[config.mk]
export PLATFORM = sky130hd
export DESIGN_NAME = fifo_ptr_ctrl
export DESIGN_NICKNAME = d
export VERILOG_FILES = /design/src/rtl/fifo_ptr_ctrl.sv
export SDC_FILE = /design/constraint.sdc
export NUM_CORES = 1
export LEC_CHECK = 0
export ABC_CLOCK_PERIOD_IN_PS = 3100
export CAP_MARGIN = 20
export CELL_PAD_IN_SITES_DETAIL_PLACEMENT = 1
export CELL_PAD_IN_SITES_GLOBAL_PLACEMENT = 1
export CORE_MARGIN = 5
export CORE_UTILIZATION = 34
export CTS_BUF_LIST = sky130_fd_sc_hd__clkbuf_2
export DETAILED_ROUTE_END_ITERATION = 8
export GPL_TIMING_DRIVEN = 0
export PLACE_DENSITY = 0.8
export SLEW_MARGIN = 40
export SYNTH_ARGS = -nofsm -noshare
export SYNTH_HDL_FRONTEND = slang
export SYNTH_SLANG_ARGS = --single-unit
[constraint.sdc]
create_clock -name clk -period 3.1 [get_ports clk]
set_input_delay 0.93 -clock clk [delete_from_list [all_inputs] [get_ports clk]]
set_output_delay 0.93 -clock clk [all_outputs]
set_load 0.005 [all_outputs]
[src/rtl/fifo_ptr_ctrl.sv]
// Pointer and flag controller for the 8-entry FIFO register array.
// Optional sticky overflow/underflow registers are built when FIFO_PTR_ERR_EN is defined.
module fifo_ptr_ctrl #(
  parameter int unsigned ADDR_W   = 3,
  parameter int unsigned AFULL_TH = 6
) (
  input  logic              clk,
  input  logic              rst,
  input  logic              wr_req,
  input  logic              rd_req,
  output logic [ADDR_W-1:0] wr_addr,
  output logic              wr_sel,
  output logic [ADDR_W-1:0] rd_addr,
  output logic              rd_sel,
  output logic              full,
  output logic              empty,
  output logic              almost_full,
  output logic [ADDR_W:0]   count,
  output logic              overflow,
  output logic              underflow
);

  localparam int unsigned PTR_W = ADDR_W + 1;

  logic [PTR_W-1:0] wr_ptr;
  logic [PTR_W-1:0] rd_ptr;
  logic [PTR_W-1:0] count_q;

  // Flags come only from registered pointers/count, so requests never reach them combinationally.
  always_comb begin
    empty       = (wr_ptr == rd_ptr);
    full        = (wr_ptr[ADDR_W] != rd_ptr[ADDR_W]) &&
                  (wr_ptr[ADDR_W-1:0] == rd_ptr[ADDR_W-1:0]);
    almost_full = (count_q >= PTR_W'(AFULL_TH));
    wr_sel      = wr_req & ~full;
    rd_sel      = rd_req & ~empty;
    wr_addr     = wr_ptr[ADDR_W-1:0];
    rd_addr     = rd_ptr[ADDR_W-1:0];
    count       = count_q;
  end

  always_ff @(posedge clk) begin
    if (rst) begin
      wr_ptr  <= '0;
      rd_ptr  <= '0;
      count_q <= '0;
    end else begin
      wr_ptr <= wr_ptr + PTR_W'(wr_sel);
      rd_ptr <= rd_ptr + PTR_W'(rd_sel);
      unique case ({wr_sel, rd_sel})
        2'b10:   count_q <= count_q + PTR_W'(1);
        2'b01:   count_q <= count_q - PTR_W'(1);
        default: count_q <= count_q;
      endcase
    end
  end

`ifdef FIFO_PTR_ERR_EN
  logic overflow_q;
  logic underflow_q;

  // Sticky error capture; only reset clears them.
  always_ff @(posedge clk) begin
    if (rst) begin
      overflow_q  <= 1'b0;
      underflow_q <= 1'b0;
    end else begin
      if (wr_req && full)
        overflow_q <= 1'b1;
      if (rd_req && empty)
        underflow_q <= 1'b1;
    end
  end

  assign overflow  = overflow_q;
  assign underflow = underflow_q;
`else
  assign overflow  = 1'b0;
  assign underflow = 1'b0;
`endif

endmodule
Word-level counts from Yosys, hierarchy flattened
Index checks and enable logic that the tools add are counted.
{ "totals": {"reg_bits": 12, "input_bits": 4, "output_inout_bits": 17} }
{ "classes": {"add_sub_neg": 4, "n_lt_le_gt_ge": 1, "eq_ne": 5, "n_mux": 1, "bitwise": 4, "n_reduce_logical": 2} }
{ "ops": {"columns": ["op", "n"], "rows": [
  ["4-bit by 1-bit adder with 4-bit output", 2],
  ["4-bit one-hot mux with 2 select lines", 1],
  ["4-bit by 1-bit adder with 4-bit output, second input constant", 1],
  ["4-bit equality test", 1],
  ["4-bit by 3-bit greater-or-equal comparator with 1-bit output, second input constant", 1],
  ["4-bit by 1-bit subtractor with 4-bit output, second input constant", 1],
  ["3-bit equality test", 1],
  ["1-bit AND", 2],
  ["2-bit by 1-bit equality test with 1-bit output, second input constant", 1],
  ["2-bit equality test, second input constant", 1],
  ["1-bit NOT", 2],
  ["2-bit nonzero test", 1],
  ["1-bit logical AND", 1],
  ["1-bit != test", 1]
]} }

Longest topological paths before layout
{ "logic_depth": {"depth_word": 6, "depth_mapped": 11, "depth_no_buf": 11} }

Worst setup path after synthesis
OpenSTA, ideal clock, no wires.
{ "synth_timing": {"kind": "input port to flip-flop", "start": "in rd_req", "end": "reg count_q[3] (netlist: count[3])", "setup_time_ns": 0.071, "t_arrival_ns": 2.412, "slack_ns": 0.617, "path_stages": 7, "cell_sequence": "o21a_1 ha_1 ha_1 a21oi_1 a21oi_1 or4_1 a21oi_1"} }
{ "synth_between": {"elab_chain_len": 3} }
{ "synth_rtl": {"columns": ["item", "line_no", "text"], "rows": [
  ["from (decl)", "10", "input logic rd_req,"],
  ["1-bit AND *", "36", "rd_sel = rd_req & ~empty;"],
  ["2-bit by 1-bit equality test with 1-bit output or 2-bit equality test (tied branches)", "50", "unique case ({wr_sel, rd_sel})"],
  ["4-bit one-hot mux with 2 select lines or 2-bit nonzero test (tied branches)", null, null],
  ["to (signal assigned)", "51", "2'b10: count_q <= count_q + PTR_W'(1);"],
  ["to (signal assigned)", "52", "2'b01: count_q <= count_q - PTR_W'(1);"],
  ["to (signal assigned)", "53", "default: count_q <= count_q;"],
  ["to (decl)", "27", "logic [PTR_W-1:0] count_q;"]
]} }
Every way passes the cells marked *; elsewhere a longest branch is shown, timed or not.
A chain may end at the register's enable or synchronous reset.

Worst setup path in the final report
{ "layout_timing": {"start": "in rd_req", "end": "out rd_sel"} }
{ "layout_between": {"elab_chain_len": 1} }
{ "layout_rtl": {"columns": ["item", "line_no", "text"], "rows": [
  ["1-bit AND", "36", null],
  ["to (decl)", "14", "output logic rd_sel,"]
]} }
Every way passes these cells.

==> flow_summary.json <==
{
  "outcome": "complete, no violations",
  "synth_most_common_cell": "dfxtp_1",
  "drt_wl_total_um": 1461,
  "drcViolationCount": 0,
  "cp.required_ns": 2.17,
  "cellLeakagePower_nw": 0.4328,
  "clock_skew_ns": 0.001450,
  "port_buffers": 18,
  "antenna_found_initial": 0,
  "final_util_pct": 46.97,
  "grtUsageTotal_pct": 11.72,
  "final_area_um2": 912.1,
  "r2r_cells": 10,
  "max_freq_ghz": 0.3310,
  "cts_tree": "done",
  "critPathArrivalTime_ns": 2.09,
  "cts.repair.resized": 0,
  "io_pins": 21,
  "first_pass_iters": 2,
  "critical_path_class": "primary input to output port",
  "synth_top_area_share_pct": 35.36,
  "ys_seq_area_share_pct": 35.36,
  "finalCritPeriodShare_pct": 97.47,
  "die_area_um2": 2992,
  "ys_ff_latch": 12,
  "yosysWarnings": 0,
  "first_global_vias": 607,
  "fin_setup_tns_ns": 0,
  "synthCells": 76,
  "die_h_um": 54.70,
  "start_util_pct": 34.99,
  "core_area_um2": 1942,
  "hold_path.class": "flip-flop to flip-flop",
  "powerDensity_nw_per_um2": 530.4,
  "yosysTopAreaCell": "dfxtp_1",
  "synth.distinct_cells": 21,
  "clkTransAtPathRegs_ns": 0.11,
  "reg2reg_from": "rd_ptr[1]$_SDFF_PP0_",
  "placed_area_um2": 897.1,
  "crit_path_end": "rd_sel",
  "antenna_left": 0,
  "hpwl_um": 1201,
  "crit_fanout": 3,
  "avgRoutedWirePerCell_um": 11.69,
  "vias": 559,
  "drive_gt1_share_pct": 11.22,
  "avgSynthCellArea_um2": 8.940,
  "areaGrowthSynthToFinish_pct": 34.25,
  "cts_hold_repair.buffers": 0,
  "clock_sinks": 12,
  "gr-total-overflow": 0,
  "htreeDepth": 1,
  "finalSetupViolCount": 0,
  "synth_edf_count": 0,
  "period_minus_slack_ns": 3.022,
  "startpoint_type": "primary input",
  "use_met2_pct": 18.90,
  "place_congestion": 0.7969,
  "row_count": 16,
  "die_w_um": 54.70,
  "grt_pass1_wl_um": 2484,
  "clock_latency_ns": 0.25,
  "ys.flop_type": "dfxtp_1",
  "top_usage_layer": "met2",
  "finalHoldViolations": 0,
  "cp-end-kind": "output port",
  "cts_made_buffers": 3,
  "cts_buffer_depth": 2,
  "grt_setup_unrepaired": "false",
  "vias_per_cell": 4.472,
  "worstSetupStartpoint": "rd_req",
  "cts_setup_buffers": 0,
  "maxCapViolations": 0,
  "ir_worst_vdd_v": 0.0002779,
  "use_met3_pct": 2.997,
  "drt_iter0_drc": 3,
  "syn-cell-area_um2": 679.4,
  "synth_top_cells_by_count": "12 x dfxtp_1, 10 x nor2_1, 8 x buf_4, 8 x xor2_1, 7 x ha_1",
  "diodes": 0,
  "r2r_setup_slack_ns": 0.45,
  "met1_usage_pct": 13.58,
  "yosys-top-cells-area": "dfxtp_1 35%, ha_1 13%, xor2_1 10%, buf_4 8.8%, nor2_1 5.5%",
  "r2r_end": "count[3]$_SDFFE_PP0P_",
  "grt_max_degree": 11,
  "async_flop_share_pct": 0,
  "finalNetCount": 112,
  "clockRootBuffer": "clkbuf_2",
  "drv_slew": 0
}
==> layout by cell type (no fill, tap or decap), drive strengths merged, types with 2 or more instances in the layout <==
master         Yosys  routed
nor2              10      10
xor2               8       8
clkdlybuf4s50      0      18
xnor2              2       2
a21oi              5       5
nand2              2       2
dfxtp             12      12
inv                5       5
ha                 7       7
nand3              3       3
nor2b              4       4
conb               1       2
buf                8       8
clkbuf             1       4
==> flip-flops by register name, indices dropped and copies added, names as in the netlist <==
| register | cells |
|---|---|
| wr_ptr | 4 |
| count | 4 |
| rd_ptr | 4 |
==> cells by family (layout without fill, tap and decap cells) <==
| group | Yosys count | count (layout) | share of synthesized area, % |
|---|---|---|---|
| buffers and inverters | 14 | 35 | 12.15 |
| AND/OR/NAND/NOR | 23 | 23 | 16.21 |
| XOR/XNOR | 10 | 10 | 12.89 |
| flip-flops | 12 | 12 | 35.36 |
| AO/OA/AOI/OAI | 8 | 8 | 6.999 |
| adder cells (fa/ha/maj) | 8 | 8 | 15.84 |
| other | 1 | 2 | 0.5520 |
==> metrics by stage <==
step	power (mW)	setup WS (ns)	cells	hold WS, ns
final	0.4837	0.07839	125	0.5299
after global routing	0.5283	0.04210	125	0.5617
after CTS	0.4957	0.05249	125	0.5296
after detailed placement	0.4163	0.03038	122	0.5085
after global placement	0.4060	0.06280	122	0.4967
after floorplan	0.3156	0.6172	77	0.4823
==> layer usage <==
layer | routed length (um) | vias to the layer above
li1 | - | 279
met5 | 0 | -
met3 | 75 | 2
met2 | 730 | 15
met1 | 647 | 263
met4 | 8 | 0
==> where the power goes <==
group / internal (mW) / switching [mW] / leakage [nW]
combinational: 0.121 / 0.0839 / 0.322
clock: 0.0264 / 0.0491 / 0.0125
sequential: 0.177 / 0.0268 / 0.0979
total: 0.324 / 0.160 / 0.433
==> final cells by class <==
class	instances	area, um2
Sequential cell	12	240.2
Inverter	5	18.77
Buffer	9	63.81
Multi-Input combinational cell	51	360.3
Timing Repair Buffer	18	180.2
Fill cell	251	1030
Tap cell	27	33.78
Clock buffer	3	15.01
==> worst max-delay path, stage by stage <==
cell             delay, ns
clkdlybuf4s50_1       0.46
o21a_1                0.18
clkdlybuf4s50_1       0.52
==> how the worst min path moves through the flow <==
stage	from	endpoint	slack (ns)	cells past startpoint
after global placement	count[3]$_SDFFE_PP0P_	count[3]$_SDFFE_PP0P_	0.50	2
after floorplan	count[3]$_SDFFE_PP0P_	count[3]$_SDFFE_PP0P_	0.48	2
after CTS	count[3]$_SDFFE_PP0P_	count[3]$_SDFFE_PP0P_	0.53	2
after global routing	count[3]$_SDFFE_PP0P_	count[3]$_SDFFE_PP0P_	0.56	2
after detailed placement	count[3]$_SDFFE_PP0P_	count[3]$_SDFFE_PP0P_	0.51	2
final	count[3]$_SDFFE_PP0P_	count[3]$_SDFFE_PP0P_	0.53	2
(Power assumes the default switching activity.)
